==> config.mk <==
export PLATFORM = sky130hd
export DESIGN_NAME = morra_partita_ctrl
export DESIGN_NICKNAME = d
export VERILOG_FILES = /design/src/rtl/morra_pkg.sv /design/src/rtl/morra_giudice.sv /design/src/rtl/morra_partita_ctrl.sv
export SDC_FILE = /design/constraint.sdc
export NUM_CORES = 1
export LEC_CHECK = 0
export BUFFER_PORTS_ARGS = -buffer_cell sky130_fd_sc_hd__buf_2
export CORE_MARGIN = 4
export CORE_UTILIZATION = 66
export CTS_CLUSTER_DIAMETER = 200
export DETAILED_ROUTE_END_ITERATION = 16
export PLACE_DENSITY = 0.93
export SYNTH_ARGS = -nofsm -noshare
export SYNTH_HDL_FRONTEND = slang
export SYNTH_SLANG_ARGS = --single-unit
==> constraint.sdc <==
create_clock -name clk -period 8.6 [get_ports clk]
set_clock_uncertainty 0.2 [all_clocks]
set_input_delay 0.43 -clock clk [delete_from_list [all_inputs] [get_ports clk]]
set_output_delay 0.43 -clock clk [all_outputs]
set_load 0.03 [all_outputs]
==> src/rtl/morra_pkg.sv <==
// Shared constants, state type and helpers for the Morra Cinese match controller.
package morra_pkg;

    localparam logic [1:0] M_NONE    = 2'b00;
    localparam logic [1:0] M_SASSO   = 2'b01;
    localparam logic [1:0] M_CARTA   = 2'b10;
    localparam logic [1:0] M_FORBICE = 2'b11;

    localparam logic [1:0] R_NONE     = 2'b00;
    localparam logic [1:0] R_P1       = 2'b01;
    localparam logic [1:0] R_P2       = 2'b10;
    localparam logic [1:0] R_PAREGGIO = 2'b11;

    localparam logic [4:0] BASE_MANCHE = 5'd4;

    typedef enum logic [1:0] {
        IDLE  = 2'd0,
        GIOCO = 2'd1,
        FINE  = 2'd2
    } stato_t;

    // True when move a beats move b (both assumed non-NONE and different).
    function automatic logic batte(input logic [1:0] a, input logic [1:0] b);
        return (a == M_SASSO   && b == M_FORBICE) ||
               (a == M_FORBICE && b == M_CARTA)   ||
               (a == M_CARTA   && b == M_SASSO);
    endfunction

endpackage

==> src/rtl/morra_giudice.sv <==
// Combinational judge for a single manche: legality and winner.
module morra_giudice
    import morra_pkg::*;
(
    input  logic [1:0] primo_i,
    input  logic [1:0] secondo_i,
    input  logic [1:0] ult_vinc_i,
    input  logic [1:0] ult_mossa_i,
    output logic       valido_o,
    output logic [1:0] esito_o
);

    logic mosse_ok;
    logic ripete;

    assign mosse_ok = (primo_i != M_NONE) && (secondo_i != M_NONE);
    // The previous winner may not win twice with the same move.
    assign ripete   = ((ult_vinc_i == R_P1) && (primo_i   == ult_mossa_i)) ||
                      ((ult_vinc_i == R_P2) && (secondo_i == ult_mossa_i));
    assign valido_o = mosse_ok && !ripete;

    assign esito_o = (primo_i == secondo_i)    ? R_PAREGGIO :
                     batte(primo_i, secondo_i) ? R_P1       : R_P2;

endmodule

==> src/rtl/morra_partita_ctrl.sv <==
// Match sequencer: owns scores, manche count and end-of-match decision.
module morra_partita_ctrl
    import morra_pkg::*;
#(
    parameter int unsigned MIN_MANCHE = 4,
    parameter int unsigned MARGINE    = 2
) (
    input  logic       clk,
    input  logic       rst,
    input  logic [1:0] PRIMO,
    input  logic [1:0] SECONDO,
    input  logic       INIZIA,
    output logic [1:0] MANCHE,
    output logic [1:0] PARTITA
);

    localparam logic [4:0] MIN_C  = 5'(MIN_MANCHE);
    localparam logic [4:0] MARG_C = 5'(MARGINE);

    stato_t     stato_q, stato_d;
    logic [4:0] max_q, max_d;
    logic [4:0] cnt_q, cnt_d;
    logic [4:0] s1_q, s1_d;
    logic [4:0] s2_q, s2_d;
    logic [1:0] ult_vinc_q, ult_vinc_d;
    logic [1:0] ult_mossa_q, ult_mossa_d;
    logic [1:0] manche_q, manche_d;
    logic [1:0] partita_q, partita_d;

    logic       valido;
    logic [1:0] esito;
    logic [4:0] diff;

    morra_giudice u_giudice (
        .primo_i     (PRIMO),
        .secondo_i   (SECONDO),
        .ult_vinc_i  (ult_vinc_q),
        .ult_mossa_i (ult_mossa_q),
        .valido_o    (valido),
        .esito_o     (esito)
    );

    always_comb begin
        stato_d     = stato_q;
        max_d       = max_q;
        cnt_d       = cnt_q;
        s1_d        = s1_q;
        s2_d        = s2_q;
        ult_vinc_d  = ult_vinc_q;
        ult_mossa_d = ult_mossa_q;
        manche_d    = R_NONE;
        partita_d   = partita_q;
        diff        = 5'd0;

        if (INIZIA) begin
            stato_d     = GIOCO;
            max_d       = {1'b0, PRIMO, SECONDO} + BASE_MANCHE;
            cnt_d       = 5'd0;
            s1_d        = 5'd0;
            s2_d        = 5'd0;
            ult_vinc_d  = R_NONE;
            ult_mossa_d = M_NONE;
            partita_d   = R_NONE;
        end else if (stato_q == GIOCO && valido) begin
            manche_d = esito;
            cnt_d    = cnt_q + 5'd1;
            if (esito == R_P1) begin
                s1_d        = s1_q + 5'd1;
                ult_mossa_d = PRIMO;
            end else if (esito == R_P2) begin
                s2_d        = s2_q + 5'd1;
                ult_mossa_d = SECONDO;
            end
            ult_vinc_d = (esito == R_PAREGGIO) ? R_NONE : esito;

            // End check works on the post-manche values.
            diff = (s1_d >= s2_d) ? (s1_d - s2_d) : (s2_d - s1_d);
            if (cnt_d >= MIN_C && diff >= MARG_C) begin
                partita_d = (s1_d > s2_d) ? R_P1 : R_P2;
                stato_d   = FINE;
            end else if (cnt_d == max_q) begin
                partita_d = (s1_d > s2_d) ? R_P1 :
                            (s2_d > s1_d) ? R_P2 : R_PAREGGIO;
                stato_d   = FINE;
            end
        end
    end

    always_ff @(posedge clk) begin
        if (rst) begin
            stato_q     <= IDLE;
            max_q       <= 5'd0;
            cnt_q       <= 5'd0;
            s1_q        <= 5'd0;
            s2_q        <= 5'd0;
            ult_vinc_q  <= R_NONE;
            ult_mossa_q <= M_NONE;
            manche_q    <= R_NONE;
            partita_q   <= R_NONE;
        end else begin
            stato_q     <= stato_d;
            max_q       <= max_d;
            cnt_q       <= cnt_d;
            s1_q        <= s1_d;
            s2_q        <= s2_d;
            ult_vinc_q  <= ult_vinc_d;
            ult_mossa_q <= ult_mossa_d;
            manche_q    <= manche_d;
            partita_q   <= partita_d;
        end
    end

    assign MANCHE  = manche_q;
    assign PARTITA = partita_q;

endmodule

==> key figures, run 1 <==
Floorplanning
  – Initial Utilization: 70.87%
  – Io pins: 11
  – Die Span Y: 66.19 µm
  – Rows: 20
  – Die X-Extent: 66.19 µm
  – Floorplan core area: 3153 µm²
  – Die area: 4380 µm²

Placement
  – GP Congestion: 0.8920
  – Dpl ws: 3.917 ns
  – Port bufs: 10
  – DPL Wire Length: 3.726 mm
  – Dpl cell area: 2282 µm²
  – Dpl cells: 314

Detailed routing
  – DR vias/cell: 6.177
  – Total number of vias: 1989
  – Routed len/inst: 15.52 µm
  – DRT iter0 DRCs: 180
  – Detailed Route WL: 4.999 mm
  – DR WL met2: 2.401 mm
  – Met1 WL: 2.110 mm
  – Met3 Routed Length: 370 µm
  – ANT nets after route: 0
  – Pre-Repair DR Iteration Count: 4
  – Post-route DRC: 0
  – Top layer in use: met4

GRT
  – Total GRT Usage: 26.26%
  – Total grt overflow: 0
  – Pin count of the biggest net entering global routing: 22
  – Via count of the first global-routing pass: 1902
  – Initial antenna violation count: 0
  – Global-route wire length before repair: 8.659 mm

Logic synthesis
  – Netlist cell types: 55
  – Top-area cell type share of the netlist area: 26.88%
  – Post-synth EDFFs: 0
  – Yosys warning total: 0
  – Async set-reset flop share out of synthesis: 0%
  – #FFs+latches synth: 30
  – Syn Nets: 297
  – Synthesized instance count: 273
  – Main area contributors after synthesis: dfxtp_1, ha_1, xor2_1, xnor2_1, nor2_1
  – Post-synthesis cell area: 2235 µm²
  – Avg Cell Area, Syn: 8.186 µm²
  – Ys flop type: dfxtp_1
  – Seq/Total Area, Yosys: 26.88%
  – Area leader, netlist: dfxtp_1

Final layout
  – Layout area overhead: 4.983%
  – Post-route cell area: 2346 µm²
  – ANT cells: 0
  – Final nets: 301
  – Layout cells sized above 1: 10.43%
  – Post-layout util: 74.40%
  – Post-route insts no fill: 322

Timing
  – Setup violators final: 0
  – Final min period: 4.355 ns
  – Tightest Pin Transition: 1.118 ns
  – Rel. slew slack: 25.16%
  – Final Cycle Share: 50.63%
  – Setup TNS: 0 ns
  – RSZ-0062 raised after global routing: false
  – Final hold slack: 0.1540 ns
  – Final Max Slew Viols: 0
  – Fin. Hold Viols: 0
  – FMAX: 229.6 MHz
  – Setup ws final: 4.245 ns

Clocking
  – CTS tree: yes
  – Root Driver: clkbuf_4
  – Total CTS buffers: 5
  – CTS Sinks: 30
  – H-tree depth: 2
  – Post-CTS Resized: 0
  – Later-pin clock latency in the skew report: 0.35 ns
  – Hold-fix buffers, CTS: 0
  – Clock Path Buffers: 2
  – Clock-pin transition on the worst setup and hold timing paths: 0.10 ns
  – Setup Fix Bufs, Post-CTS: 0

Worst setup path
  – Setup CP Type: in2reg
  – Critical R2R Launch: s1_q[0]
  – Worst reg-to-reg setup slack: 4.99 ns
  – Critical path launch point: PRIMO[0]
  – WP data arrival: 4.45 ns
  – Setup crit start kind: input pin
  – Crit Path Max Fanout: 8
  – Worst setup EP type: register
  – Crit path required time: 8.70 ns

Power
  – Switching portion of total power: 32.17%
  – P_int: 0.2092 mW
  – Pleak: 0.9776 nW
  – Psw: 0.09923 mW
  – Total Power: 0.3085 mW
  – Combinational power share: 22.3%
  – Clock share of power: 30.5%
  – Maximum VDD drop: 0.1099 mV
  – Reg power frac: 47.2%
  – Power Density: 131.5 nW/µm²

Worst hold path
  – Hold path startpoint: rst
  – Min-Delay Path Class: in2reg

Flow run
  – Max-cap violation count: 0

Status
  – Run status: completed
path summary, 6_finish.rpt:
path | to | cells past startpoint
max reg2reg | PARTITA[0] | 14
max | PARTITA[0] | 19
min reg2reg | ult_vinc_q[1] | 2
min | max_q[3] | 2
cell usage after synthesis (2+ instances only):
master	number
xor2_1	20
nand2_1	18
inv_1	14
nand4_1	3
nand4b_1	2
o21ai_0	10
a211oi_1	5
nand3_1	4
mux2i_1	8
and4_1	2
dfxtp_1	30
ha_1	16
a221oi_1	2
nor3b_1	2
xnor2_1	17
a21oi_1	13
clkbuf_1	11
nor2_1	35
nand2b_1	6
a31oi_1	6
nor4_1	6
o211ai_1	4
nor3_1	7
power by group through the flow:
| stage | sequential, mW | combinational [mW] | clock (mW) |
|---|---|---|---|
| floorplan | 0.149 | 0.0532 | 0 |
| global placement | 0.149 | 0.0649 | 0 |
| detailed placement | 0.149 | 0.0670 | 0 |
| CTS | 0.146 | 0.0675 | 0.0969 |
| global route | 0.146 | 0.0753 | 0.103 |
| finish | 0.146 | 0.0686 | 0.0942 |
cell type report:
| class | count | area, µm² |
|---|---|---|
| clock inverter | 2 | 12.51 |
| timing repair buffer | 11 | 57.56 |
| sequential | 30 | 600.6 |
| tap | 44 | 55.05 |
| inverter | 14 | 52.55 |
| multi-input combinational | 215 | 1516 |
| clock buffer | 6 | 51.30 |
| fill | 239 | 807.0 |
worst max-delay path, cell delays in order:
cell and delay (ns):
buf_2 0.19, inv_1 0.10, ha_1 0.23, mux2_4 0.30, a21oi_4 0.26, nor2_1 0.19, and4_1 0.29, xnor2_1 0.21
inv_1 0.08, ha_1 0.37, inv_1 0.13, nor3_1 0.37, o31a_1 0.21, a311oi_1 0.09, a31oi_1 0.21, o211ai_1 0.12
a31oi_1 0.32, or2_4 0.20, o221a_1 0.17
registers in the layout, indices dropped and copies added, names as in the netlist:
name         cells
ult_vinc_q       2
MANCHE           2
max_q            5
cnt_q            5
ult_mossa_q      2
s1_q             5
PARTITA          2
stato_q          2
s2_q             5
layout by cell type (no fill, tap or decap), types with 2 or more instances in the layout:
cell type and count:
nor3b_1 2, inv_1 14, nand3_1 4, nor2_1 35, a21oi_1 13, buf_2 10, ha_1 16, a211oi_1 5
mux2i_1 8, nand4_1 3, o21ai_0 10, a221oi_1 2, o211ai_1 4, and4_1 2, dfxtp_1 30, a31oi_1 6
clkbuf_4 5, nand2_1 18, nor4_1 6, nand4b_1 2, nor3_1 7, xor2_1 20, xnor2_1 17, nand2b_1 6
cells by family (layout without fill, tap and decap cells):
logic type / Yosys count / count (layout) / share of synthesized area (%)
mux: 11 / 11 / 5.263
fa+ha+maj: 17 / 17 / 9.854
compound gates: 54 / 54 / 16.57
xor+xnor: 37 / 37 / 14.50
buf+inv: 28 / 33 / 5.263
flops: 30 / 30 / 26.88
simple gates: 96 / 96 / 21.67
metal layers:
layer  vias up  global-route usage [%]
li1        971                       -
met1       933                   31.77
met2        73                   43.49
met3        12                   6.633
met4         0                   11.68
met5         -                       0
(Power assumes the default switching activity.)
==> run 2, diff against run 1 <==
CORE_UTILIZATION = 55   (was 66)
PLACE_DENSITY = 0.84   (was 0.93)
clock period = 3.8 ns   (was 8.6 ns; I/O delays follow)
==> run 2 against run 1 <==
Combinational power rose to 3.1 times the previous value. Total power rose to 2.7 times the previous value. Critical path depth fell by 3. Register-to-register slack worse by 4.8 ns. Via count rose by 13%. Die area increased by 17%. Sequential share of layout area down 4.2 points. Clock-buffer cell count is 1 higher. Sequential power increased by 130%. Critical endpoint unchanged. Largest cell class unchanged. Largest power group unchanged.
==> key figures, run 2 (synthesis gave the netlist of run 1 again) <==
Power
  – Pleak: 1.203 nW (+23%)
  – Maximum VDD drop: 0.2662 mV (+140%)
  – Total Power: 0.8211 mW (+170%)
  – Power Density: 293.0 nW/µm² (+120%)

Detailed routing
  – Routed len/inst: 17.54 µm (+13%)
  – Post-route DRC: 0 (unchanged)
  – ANT nets after route: 0 (unchanged)
  – Pre-Repair DR Iteration Count: 5 (+1)
  – Detailed Route WL: 6.436 mm (+29%)
  – DRT iter0 DRCs: 253 (+41%)
  – Total number of vias: 2239 (+13%)
  – DR vias/cell: 6.101 (-1.2%)

GRT
  – Pin count of the biggest net entering global routing: 22 (unchanged)
  – Total grt overflow: 0 (unchanged)
  – Total GRT Usage: 24.33% (-1.9 points)
  – Initial antenna violation count: 0 (unchanged)
  – Via count of the first global-routing pass: 2106 (+11%)
  – Global-route wire length before repair: 9.936 mm (+15%)

Worst setup path
  – Worst setup EP type: register
  – Setup CP Type: in2reg
  – WP data arrival: 3.77 ns (-0.68 ns)
  – Setup crit start kind: input pin
  – Crit path required time: 3.78 ns (-4.92 ns)
  – Crit Path Max Fanout: 7 (-1)

Timing
  – Fin. Hold Viols: 0 (unchanged)
  – Setup violators final: 0 (unchanged)
  – Tightest Pin Transition: 0.8232 ns (-0.2952 ns)
  – Setup TNS: 0 ns (unchanged)
  – Setup ws final: 0.002652 ns (-4.243 ns)
  – FMAX: 263.3 MHz
  – Rel. slew slack: 44.35% (+19 points)
  – Final Max Slew Viols: 0 (unchanged)
  – Final Cycle Share: 99.93%
  – Final min period: 3.797 ns

Floorplanning
  – Die area: 5147 µm² (+17%)
  – Die Span Y: 71.74 µm (+8.4%)
  – Floorplan core area: 3799 µm² (+20%)
  – Initial Utilization: 58.83% (-12 points)
  – Io pins: 11 (unchanged)
  – Rows: 22 (+10%)
  – Die X-Extent: 71.74 µm (+8.4%)

Clocking
  – Clock Path Buffers: 2 (unchanged)
  – Total CTS buffers: 5 (unchanged)
  – Root Driver: clkbuf_8
  – Later-pin clock latency in the skew report: 0.29 ns (-0.06 ns)
  – H-tree depth: 2 (unchanged)
  – CTS Sinks: 30 (unchanged)
  – CTS tree: yes
  – Clock-pin transition on the worst setup and hold timing paths: 0.07 ns (-0.03 ns)

Final layout
  – ANT cells: 0 (unchanged)
  – Fillers: 245 (+2.5%)
  – Layout cells sized above 1: 27.27% (+17 points)
  – Layout area overhead: 25.42%
  – Most common cell after layout, fill and taps aside: buf_4
  – Most frequent cells in the layout: buf_4, nor2_1, dfxtp_1, xor2_1, nand2_1
  – Post-layout util: 73.78% (-0.62 points)
  – Final nets: 342 (+14%)
  – Post-route cell area: 2803 µm² (+19%)

Placement
  – Dpl ws: -0.2322 ns (-4.149 ns)
  – Dpl cell area: 2580 µm² (+13%)
  – DPL Wire Length: 4.253 mm (+14%)
  – Port bufs: 10 (unchanged)
  – GP Congestion: 0.9098 (+2.0%)

Flow run
  – Max-cap violation count: 0 (unchanged)

Status
  – Run status: completed

Worst hold path
  – Min-Delay Path Class: in2reg
==> run 2: changes by cell type in the layout (fill, tap and decap cells not counted), sizes merged <==
| cell | change |
|---|---|
| buf | +40 |
| clkbuf | +1 |
| clkinvlp | -1 |
| dlygate4sd3 | +1 |
==> run 2: cell type report <==
| cell class | instances | area, µm² | share of cell area [%] |
|---|---|---|---|
| multi-input combinational | 215 | 1630 | 58.17 |
| sequential | 30 | 600.6 | 21.43 |
| timing repair buffer | 52 | 367.9 | 13.12 |
| clock buffer | 7 | 86.33 | 3.080 |
| tap | 48 | 60.06 | 2.143 |
| inverter | 14 | 52.55 | 1.875 |
| clock inverter | 1 | 5.005 | 0.1786 |
==> run 2: per-layer routing <==
metal | GRT usage, % | up-vias | wire length [µm]
li1 | - | 1049 | -
met1 | 31.20 | 1060 | 2598
met2 | 41.02 | 106 | 3156
met3 | 5.750 | 24 | 505
met4 | 6.054 | 0 | 176
met5 | 0 | - | 0
==> run 2: stage by stage <==
step	hold WS, ns	instances
CTS	0.01760	365
global placement	0.2626	356
detailed placement	0.2800	356
finish	0.01733	367
floorplan	0.2413	273
global route	0.02904	367
==> run 2: final timing paths <==
path | startpoint | end | slack (ns) | cells after the start
hold / removal | PRIMO[0] | max_q[2] | 0.02 | 3
hold reg to reg | ult_vinc_q[1] | ult_vinc_q[1] | 0.29 | 2
setup reg to reg | s1_q[1] | PARTITA[0] | 0.18 | 15
setup / recovery | PRIMO[0] | PARTITA[0] | 0.003 | 16
==> run 2: repair_timing <==
item | in CTS | in global routing
buffers inserted | 0 | 3
resized for setup | 0 | 20
hold endpoints to repair | 2 | 0
endpoints found under the setup margin | 0 | 4
hold buffers | 1 | 0
==> run 2: critical path, cell delays in order <==
cell	delay [ns]
buf_2	0.12
buf_4	0.16
ha_1	0.20
and3b_2	0.23
a21o_1	0.20
nor2_4	0.21
and4_4	0.27
xnor2_1	0.18
ha_1	0.31
buf_4	0.14
buf_4	0.13
a211o_1	0.29
a221oi_1	0.44
a31oi_2	0.18
or2_4	0.27
o221a_1	0.25
==> run 2: power breakdown <==
part           leakage, nW  switching (mW)  total, mW  internal, mW
Sequential           0.243         0.00850      0.331         0.322
Clock               0.0482           0.130      0.276         0.146
Combinational        0.911           0.114      0.214         0.100
